$ cat src/rtl/fft_sdf_stage_ctrl.sv
// Sequencer for a radix-2 single-delay-feedback FFT pipeline.
// Drives pipeline enable, per-stage butterfly bits and output qualifiers.
module fft_sdf_stage_ctrl #(
   parameter int LOG2N = 5
) (
   input  logic             clk,
   input  logic             rst,
   input  logic             in_valid,
   input  logic             in_last,
   output logic             in_ready,
   output logic             pipe_en,
   output logic [LOG2N-1:0] cnt,
   output logic [LOG2N-1:0] stage_bf,
   output logic             out_valid,
   output logic             out_first,
   output logic [LOG2N-1:0] out_idx,
   output logic             frame_err
);

   localparam int N = 1 << LOG2N;
   localparam logic [LOG2N-1:0] CNT_TOP   = LOG2N'(N - 1);
   localparam logic [LOG2N-1:0] FLUSH_END = LOG2N'(N - 2);

   typedef enum logic [1:0] {
      IDLE,
      RUN,
      FLUSH
   } state_t;

   state_t           state;
   logic [LOG2N-1:0] fill;
   logic [LOG2N-1:0] flush_cnt;
   logic             accept;
   logic             last_ok;

   always_comb begin
      in_ready  = (state != FLUSH);
      accept    = in_valid & in_ready;
      pipe_en   = accept | (state == FLUSH);
      last_ok   = accept & in_last & (cnt == CNT_TOP);
      frame_err = accept & in_last & (cnt != CNT_TOP);
      // fill saturates once the delay lines hold a full frame of real data
      out_valid = (state == FLUSH) | (pipe_en & (fill == CNT_TOP));
      out_idx   = cnt + LOG2N'(1);
      out_first = out_valid & (out_idx == '0);
   end

   // stage s toggles with period N>>(s-1); offset aligns it to the frame start
   genvar s;
   for (s = 1; s <= LOG2N; s++) begin : g_bf
      logic [LOG2N-1:0] rot;
      assign rot = cnt + LOG2N'(N >> (s - 1));
      assign stage_bf[s-1] = rot[LOG2N-s];
   end

   always_ff @(posedge clk) begin
      if (rst) begin
         state     <= IDLE;
         cnt       <= '0;
         fill      <= '0;
         flush_cnt <= '0;
      end else begin
         if (pipe_en)
            cnt <= cnt + LOG2N'(1);
         if (accept && fill != CNT_TOP)
            fill <= fill + LOG2N'(1);
         unique case (state)
            IDLE: begin
               if (accept)
                  state <= RUN;
            end
            RUN: begin
               if (last_ok) begin
                  state     <= FLUSH;
                  flush_cnt <= '0;
               end
            end
            FLUSH: begin
               flush_cnt <= flush_cnt + LOG2N'(1);
               if (flush_cnt == FLUSH_END) begin
                  state     <= IDLE;
                  cnt       <= '0;
                  fill      <= '0;
                  flush_cnt <= '0;
               end
            end
            default: state <= IDLE;
         endcase
      end
   end

endmodule

$ cat config.mk
export PLATFORM = sky130hd
export DESIGN_NAME = fft_sdf_stage_ctrl
export DESIGN_NICKNAME = d
export VERILOG_FILES = /design/src/rtl/fft_sdf_stage_ctrl.sv
export SDC_FILE = /design/constraint.sdc
export NUM_CORES = 1
export LEC_CHECK = 0
export BUFFER_PORTS_ARGS = -buffer_cell sky130_fd_sc_hd__clkbuf_2
export CAP_MARGIN = 25
export CORE_MARGIN = 2
export CORE_UTILIZATION = 55
export CTS_BUF_LIST = sky130_fd_sc_hd__clkbuf_8 sky130_fd_sc_hd__clkbuf_16
export DETAILED_ROUTE_END_ITERATION = 8
export GPL_TIMING_DRIVEN = 0
export HOLD_SLACK_MARGIN = 0.15
export PLACE_DENSITY = 0.82
export SYNTH_ARGS = -nofsm -noshare
export SYNTH_HDL_FRONTEND = slang
export SYNTH_SLANG_ARGS = --single-unit
export TNS_END_PERCENT = 1
$ cat constraint.sdc
create_clock -name clk -period 3.7 [get_ports clk]
set_clock_uncertainty 0.2 [all_clocks]
set_input_delay 0.185 -clock clk [delete_from_list [all_inputs] [get_ports clk]]
set_output_delay 0.185 -clock clk [all_outputs]
set_load 0.02 [all_outputs]
# Word level (Yosys, flattened, before mapping)
# Index checks and enable logic that the tools add are counted.
[totals]
reg_bits = 17
input_bits = 4
word_cells = 49
[classes]
n_addsub = 7
eq_ne = 11
muxes = 13
bitwise = 8
reduce_logical = 6
[op_table]
columns = ["cell", "n"]
rows = [
  ["5-bit two-way mux", 8],
  ["5-bit by 1-bit adder with 5-bit output (second input constant)", 3],
  ["5-bit == test (second input constant)", 3],
  ["5-bit inequality test (second input constant)", 2],
  ["5-bit case mux with 2 select lines", 1],
  ["1-bit bitwise AND", 6],
  ["2-bit two-way mux", 3],
  ["2-bit inequality test (second input constant)", 3],
  ["2-bit case mux with 3 select lines", 1],
  ["5-bit zero test", 1],
  ["4-bit by 1-bit adder with 4-bit output (second input constant)", 1],
  ["3-bit by 1-bit adder with 3-bit output (second input constant)", 1],
  ["3-bit AND reduction", 1],
  ["2-bit by 1-bit adder with 2-bit output (second input constant)", 1],
  ["2-bit by 1-bit == test with 1-bit output (second input constant)", 1],
  ["2-bit == test (second input constant)", 1],
  ["2-bit zero test", 1],
  ["2-bit by 1-bit inequality test with 1-bit output (second input constant)", 1],
  ["1-bit bitwise OR", 2],
  ["2-bit AND reduction", 1],
  ["2-bit nonzero test", 1],
  ["1-bit adder (second input constant)", 1],
  ["1-bit logical AND", 1],
]

# Depth between registers and ports, before layout
# Gate-level depths: netlist (run 1).
[logic_depth]
depth_word = 6
depth_mapped = 7

# Worst setup path after synthesis (run 1)
# OpenSTA, ideal clock, no wires.
[synth_timing]
kind = "register to output"
from = "register cnt[0]"
to = "output port out_first"
arrival_ns = 2.109
required_ns = 3.315
path_slack_ns = 1.206
stages_incl_launch_ff = 6
n_path_buf = 0
path_cell_list = "dfxtp_1 -> ha_1 -> and3_1 -> ha_1 -> nand2b_1 -> nor4b_1"
[synth_between]
elab_chain_cells = 3
[synth_lines]
columns = ["item", "line_no", "source"]
rows = [
  ["start: declaration", "12", "output logic [LOG2N-1:0] cnt,"],
  ["start signal: assignment", "64", "cnt <= cnt + LOG2N'(1);"],
  ["5-bit by 1-bit adder with 5-bit output", "44", "out_idx = cnt + LOG2N'(1);"],
  ["named net out_idx[4]", "16", "output logic [LOG2N-1:0] out_idx,"],
  ["5-bit zero test", "45", "out_first = out_valid & (out_idx == '0);"],
  ["1-bit bitwise AND", "45", ""],
  ["end: declaration", "15", "output logic out_first,"],
]
# The timed path passes the listed nets, and every way through them passes these cells.

# Worst setup path after layout (run 1)
[layout_timing]
from = "register cnt[0]"
to = "output port out_first"
[layout_between]
elab_chain_cells = 3
[layout_lines]
columns = ["item", "line_no"]
rows = [
  ["5-bit by 1-bit adder with 5-bit output", "44"],
  ["5-bit zero test", "45"],
  ["1-bit bitwise AND", "45"],
]
# No other way between the ends.

==> results of run 1 <==
==> worst paths after layout <==
path                  from           end  slack [ps]
hold / removal     in_last      state[0]         190
setup / recovery    cnt[0]     out_first        1310
hold reg to reg   state[1]      state[0]         250
setup reg to reg    cnt[0]  flush_cnt[0]        1690
==> flip-flops by register name, summed over array words and instances, names as in the netlist <==
name,count
cnt,5
fill,5
flush_cnt,5
state,2
==> metrics by stage <==
stage	total power, W	hold slack (ps)	cell area, µm²	instances	util [%]
detailed placement	0.000252	249	1120	148	65.5
global route	0.000408	222	1180	154	69.4
CTS	0.000393	197	1180	154	69.4
finish	0.000390	193	1180	154	69.4
global placement	0.000250	244	1120	148	65.5
floorplan	0.000238	222	982	102	-
==> layer usage <==
metal	GRT usage [%]	vias to the layer above	part of all wire, %	wire [µm]
met2	32.2	8	50	908
met3	5.10	2	2.4	44
met4	9.14	0	1.1	21
li1	-	401	-	-
met1	22.5	364	47	860
met5	0	-	0	0
==> tightest hold or removal path: stages <==
cell and delay, ps:
clkbuf_2 80, and4_2 270, nor4_1 60
==> synth_stat cells, drive strengths merged <==
cell	instances
a211o	1
a211oi	1
a21oi	4
a22o	2
a2bb2oi	1
and2	1
and3	2
and4	1
buf	7
clkbuf	1
dfxtp	17
ha	7
inv	6
mux2	1
mux2i	2
nand2	7
nand2b	1
nand3	4
nand4	1
nor2	11
nor2b	1
nor3	2
nor4	2
nor4b	4
o21ai	4
o21bai	1
or3	1
xnor2	7
xor2	2
==> area by class of cell <==
cell class                 count  share of cell area (%)
buffer                         8                    6.12
clock inverter                 1                   0.422
multi-input combinational     71                    46.1
tap                           25                    2.64
clock buffer                   3                    3.48
sequential                    17                    28.7
inverter                       6                    1.90
timing repair buffer          23                    10.6
==> what timing repair did <==
action / in CTS / in global routing
hold endpoints to repair: 5 / 0
resized for setup: 0 / 0
hold buffers: 2 / 0
==> cell families after synthesis <==
| group | share of synthesized area (%) |
|---|---|
| muxes | 3.18 |
| buffers and inverters | 9.68 |
| xor gates and xnor gates | 8.03 |
| DFF | 34.7 |
| AOI/OAI and AO/OA | 11.8 |
| adders and majority gates | 8.92 |
| and+or+nand+nor | 23.7 |
==> power breakdown <==
group | total, W | internal [W] | switching (W)
sequential | 0.000195 | 0.000189 | 0.00000637
clock | 0.000141 | 0.0000747 | 0.0000665
combinational | 0.0000540 | 0.0000225 | 0.0000316
total | 0.000390 | 0.000286 | 0.000104
==> cell usage in the layout (no fill, tap or decap), drive strengths merged, types with 6 or more instances in the layout <==
| cell type | Yosys | final |
|---|---|---|
| nor2 | 11 | 11 |
| buf | 7 | 7 |
| clkbuf | 1 | 25 |
| ha | 7 | 7 |
| dfxtp | 17 | 17 |
| inv | 6 | 6 |
| nand2 | 7 | 7 |
| xnor2 | 7 | 7 |
==> impl_metrics.csv, run 1 <==
group,metric,value,unit
sta,finalCritPeriodShare,64.5,%
synth,yosysTopAreaCell,"dfxtp_1",
synth,syn_nets,113,
setup_path,cp_common_cell,"ha_1",
sta,setup_viol,0,
sta,fin_crit,2390,ps
cts,cts_buffer_depth,2,
grt,grt_start_max_net_pins,11,
setup_path,path_cells,"ha_1 -> and3_1 -> ha_1 -> nand2b_1 -> nor4b_1 -> clkbuf_2",
job,drv_cap,0,
synth,ys_ff_latch,17,
layout,drive_gt1_share,34.1,%
floorplanning,die_x,46.3,µm
sta,finalHoldViolCount,0,
cts,cts_root_buffer,"clkbuf_8",
layout,register_area,340,µm²
routing,viasPerCell,5.03,
cts,cts_htree_levels,1,
synth,ys.warnings.count,0,
cts,clk_pin_slew,70,ps
grt,antenna_found_initial,0,
setup_path,crit_type,"reg -> out",
setup_path,crit_path_max_incr_delay,360,ps
power,powerDensity,329,nW/µm²
power,cellLeakagePower,0.543,nW
routing,wl_per_cell,11.9,µm
floorplanning,core,1710,µm²
synth,synth_area,982,µm²
placed_design,pre_cts_ws,1610,ps
floorplanning,rows,15,
sta,maxSlewViolCount,0,
sta,clock.fmax,419,MHz
layout,layout.nets,141,
sta,rsz0062_at_grt,"false",
synth,syn_avg_cell_area,9.63,µm²
synth,yosysSeqAreaShare,34.6,%
setup_path,crit_fanout,6,
cts,cts_sinks,17,
routing,drt-initial-drc-count,9,
routing,wirelength,1.83,mm
floorplanning,die_area,2140,µm²
grt,grt_overflow,0,
setup_path,path_buf_inv,1,
min_path,min_path_type,"in -> reg",
setup_path,reg2reg_depth,6,
cts,cts_setup_buffers,0,
routing,vias,775,
routing,final_antenna_net_count,0,
grt,grt_pass1_vias,714,
layout,synthToLayoutAreaGrowth,20.6,%
routing,drc,0,
placed_design,dp_hpwl,1.35,mm
status,status,"finished clean",
placed_design,gp_congestion,0.756,
placed_design,port-buffer-count,21,
synth,synth_cells,102,
floorplanning,die_h,46.3,µm
sta,relSlewSlack,71.9,%
layout,diodes,0,
cts,insertion_delay,250,ps
floorplanning,io-pin-count,24,
setup_path,required,3310,ps
setup_path,crit_path_end_kind,"output port",
setup_path,crit_path_start_kind,"flip-flop",
synth,synth_top_cell_area_share,34.6,%
setup_path,cp.arrival,2000,ps
synth,synth.top_cells.by_area,"dfxtp_1 35%, ha_1 8.9%, xnor2_1 6.2%",
grt,grt_first_pass_wirelength,2.88,mm
setup_path,slowest_stage,"dfxtp_1",
layout,nFillCells,138,
sta,setup_tns,0,ps
sta,tightest_slew,421,ps
grt,track_usage,19.2,%
sta,setup_ws,1310,ps
cts,cts_tree,"yes",
floorplanning,start_util,57.5,%
layout,multiInputGateArea,547,µm²
synth,synthDistinctLibCells,36,
cts,cts_buffers,3,
power,vdd_drop_max,0.272,mV
routing,drt_first_pass_iters,4,
min_path,min_path_cells,3,
setup_path,critPathTopFamily,"simple AND/OR/NAND/NOR gates",
setup_path,cp.depth,6,
(Power assumes the default switching activity.)
==> run 2, diff against run 1 <==
--- a/config.mk
+++ b/config.mk
@@ -5,15 +5,16 @@
 export SDC_FILE = /design/constraint.sdc
 export NUM_CORES = 1
 export LEC_CHECK = 0
+export ABC_AREA = 1
 export BUFFER_PORTS_ARGS = -buffer_cell sky130_fd_sc_hd__clkbuf_2
 export CAP_MARGIN = 25
 export CORE_MARGIN = 2
-export CORE_UTILIZATION = 55
+export CORE_UTILIZATION = 52
 export CTS_BUF_LIST = sky130_fd_sc_hd__clkbuf_8 sky130_fd_sc_hd__clkbuf_16
 export DETAILED_ROUTE_END_ITERATION = 8
 export GPL_TIMING_DRIVEN = 0
 export HOLD_SLACK_MARGIN = 0.15
-export PLACE_DENSITY = 0.82
+export PLACE_DENSITY = 0.78
 export SYNTH_ARGS = -nofsm -noshare
 export SYNTH_HDL_FRONTEND = slang
 export SYNTH_SLANG_ARGS = --single-unit
==> constraint.sdc (replaced) <==
create_clock -name clk -period 2.2 [get_ports clk]
set_clock_uncertainty 0.2 [all_clocks]
set_input_delay 0.11 -clock clk [delete_from_list [all_inputs] [get_ports clk]]
set_output_delay 0.11 -clock clk [all_outputs]
set_load 0.02 [all_outputs]
==> run 2 against run 1 <==
Net effect:
- sequential power grew 69%
- utilization shrank 0.25 points
- first-iteration DRC count grew 89%
- combinational power grew 80%
- non-clock buffer count grew 1
- final cell count grew 21%
- count of clock-buffer cells in the layout is the same
- die area grew 8.3%
- cell area grew 4.0%
- hold slack gained 22 ps
- largest cell class unchanged
- synthesized cell count grew 29%
- total power grew 69%
==> impl_metrics.csv, run 2 <==
group,metric,value,unit
setup_path,worstReg2RegStart,"cnt[0]",
routing,wirelength,2.15,mm
sta,relSlewSlack,71.3,%
layout,register_area,343,µm²
setup_path,crit_type,"reg -> reg",
placed_design,dp_hpwl,1.56,mm
sta,finalHoldViolCount,0,
synth,yosysTopAreaCell,"dfxtp_1",
sta,tightest_slew,430,ps
layout,stdcell_count,186,
power,cellLeakagePower,0.574,nW
routing,vias,925,
grt,grt_overflow,0,
sta,clock.fmax,486,MHz
routing,drc,0,
synth,syn_nets,143,
placed_design,place_area,1150,µm²
routing,drt-initial-drc-count,17,
layout,layout.nets,173,
synth,yosysSeqAreaShare,33.6,%
synth,yosysMostFrequentCell,"nand2_1",
synth,synth_ff_type,"dfxtp_1",
status,status,"finished clean",
floorplanning,start_util,56.8,%
synth,syn_avg_cell_area,7.68,µm²
grt,grt_pass1_vias,831,
sta,finalCritPeriodShare,93.6,%
power,powerDensity,535,nW/µm²
synth,synth-edff-count,0,
floorplanning,die_h,48.1,µm
floorplanning,core,1780,µm²
grt,antenna_found_initial,0,
routing,drt_first_pass_iters,4,
floorplanning,die_x,48.1,µm
layout,nFillCells,159,
setup_path,crit_path_start_kind,"flip-flop",
sta,setup_tns,0,ps
sta,rsz0062_at_grt,"false",
sta,holdWs,215,ps
placed_design,port-buffer-count,22,
routing,viasPerCell,4.97,
grt,track_usage,21.1,%
min_path,holdCritStartpoint,"in_last",
layout,multiInputGateArea,546,µm²
sta,setup_viol,0,
floorplanning,rows,15,
cts,cts_buffers,3,
cts,clk_pin_slew,70,ps
synth,synth_top_cell_area_share,33.6,%
cts,cts_htree_levels,1,
layout,synthToLayoutAreaGrowth,21.6,%
cts,cts_sinks,17,
setup_path,crit_fanout,7,
sta,fin_crit,2060,ps
placed_design,dpl.cell_count,179,
synth,synth_area,1010,µm²
floorplanning,io-pin-count,24,
synth,ys.warnings.count,0,
setup_path,required,2150,ps
routing,wl_per_cell,11.5,µm
sta,maxSlewViolCount,0,
layout,final_common_cell,"nand2_1",
synth,synth-async-reset-ratio,0,%
grt,grt_first_pass_wirelength,3.40,mm
setup_path,critical_path.startpoint,"cnt[0]",
setup_path,crit_path_end_kind,"flip-flop",
layout,final_cell_area,1230,µm²
min_path,min_path_type,"in -> reg",
cts,cts_root_buffer,"clkbuf_8",
job,drv_cap,0,
synth,ys_ff_latch,17,
layout,top_regs,"cnt x5, fill x5, flush_cnt x5",
cts,insertion_delay,250,ps
layout,diodes,0,
layout,final_cell_mix,"25 x nand2_1, 22 x clkbuf_2, 19 x nand3_1",
synth,synth.top_cells.by_area,"dfxtp_1 34%, nand3_1 9.4%, nand2_1 9.3%",
power,vdd_drop_max,0.480,mV
layout,drive_gt1_share,31.1,%
placed_design,gp_congestion,0.825,
synth,yosys-top-cells-count,"25 x nand2_1, 19 x nand3_1, 17 x dfxtp_1",
synth,synthDistinctLibCells,25,
cts,cts_tree,"yes",
synth,synth_cells,132,
cts,cts_buffer_depth,2,
routing,final_antenna_net_count,0,
setup_path,cp.arrival,2000,ps
floorplanning,die_area,2320,µm²
grt,grt_start_max_net_pins,11,
[run 2: cell types whose count changed after synthesis, sizes merged, moves of 2 or more]
cell   delta
nand2    +20
nand3    +16
a21oi    +10
inv      +10
xnor2     -7
nor4b     -4
a22o      -2
and3      -2
mux2i     -2
nor2      +2
nor4      -2
o21ai     -2
[run 2: repair_timing]
| item | in CTS | in global routing |
|---|---|---|
| setup endpoints to repair | 0 | 2 |
| resized for setup | 0 | 2 |
| hold buffers | 3 | 0 |
| setup buffers | 0 | 0 |
| hold endpoints to repair | 9 | 0 |
[run 2: cell type report]
class / instances / share of cell area, %
Sequential cell: 17 / 27.8
Clock buffer: 3 / 3.35
Inverter: 17 / 5.79
Timing Repair Buffer: 25 / 11.4
Tap cell: 25 / 2.54
Clock inverter: 1 / 0.305
Multi-Input combinational cell: 91 / 44.3
Buffer: 7 / 4.57
[run 2: where the power goes]
part,switching (W),internal (W),total (W)
registers,0.0000109,0.000318,0.000329
logic,0.0000606,0.0000367,0.0000973
clock network,0.000109,0.000124,0.000233
[run 2: logic make-up after synthesis]
kind of cell | after synthesis | synth area share (%)
AO/OA/AOI/OAI | 18 | 12.7
XOR/XNOR | 3 | 2.59
adder cells (fa/ha/maj) | 7 | 8.64
buffers and inverters | 24 | 12.6
flip-flops | 17 | 33.6
AND/OR/NAND/NOR | 63 | 29.9
[run 2: per-layer routing]
metal	vias to the layer above	global-route usage, %	routed length [µm]
met5	-	0	0
met4	0	4.86	11
met3	2	6.67	81
met2	19	37.6	1080
met1	423	24.4	973
li1	481	-	-
[run 2: critical path: stages, from the launching register on]
cell and delay, ps:
dfxtp_2 390, ha_1 200, nand2_1 60, nor2_1 100, ha_1 200, nand3_1 100, nand3_1 80, a21oi_1 60
dlygate4sd3_1 570
[run 2: path summary, 6_finish.rpt]
check                  end  slack, ps  cells after the start
hold reg to reg    fill[4]        300                      2
setup reg to reg  state[0]        140                      8
setup / recovery  state[0]        140                      8
hold / removal    state[1]        210                      5
[run 2: per-stage QoR]
| stage | setup slack, ps | total power [W] | util, % |
|---|---|---|---|
| 2_1_floorplan | 199 | 0.000401 | - |
| 3_3_place_gp | 405 | 0.000424 | 64.8 |
| 3_5_place_dp | 347 | 0.000427 | 64.8 |
| 4_1_cts | 67.2 | 0.000664 | 69.0 |
| 5_1_grt | 10.1 | 0.000687 | 69.1 |
| 6_report | 141 | 0.000659 | 69.1 |
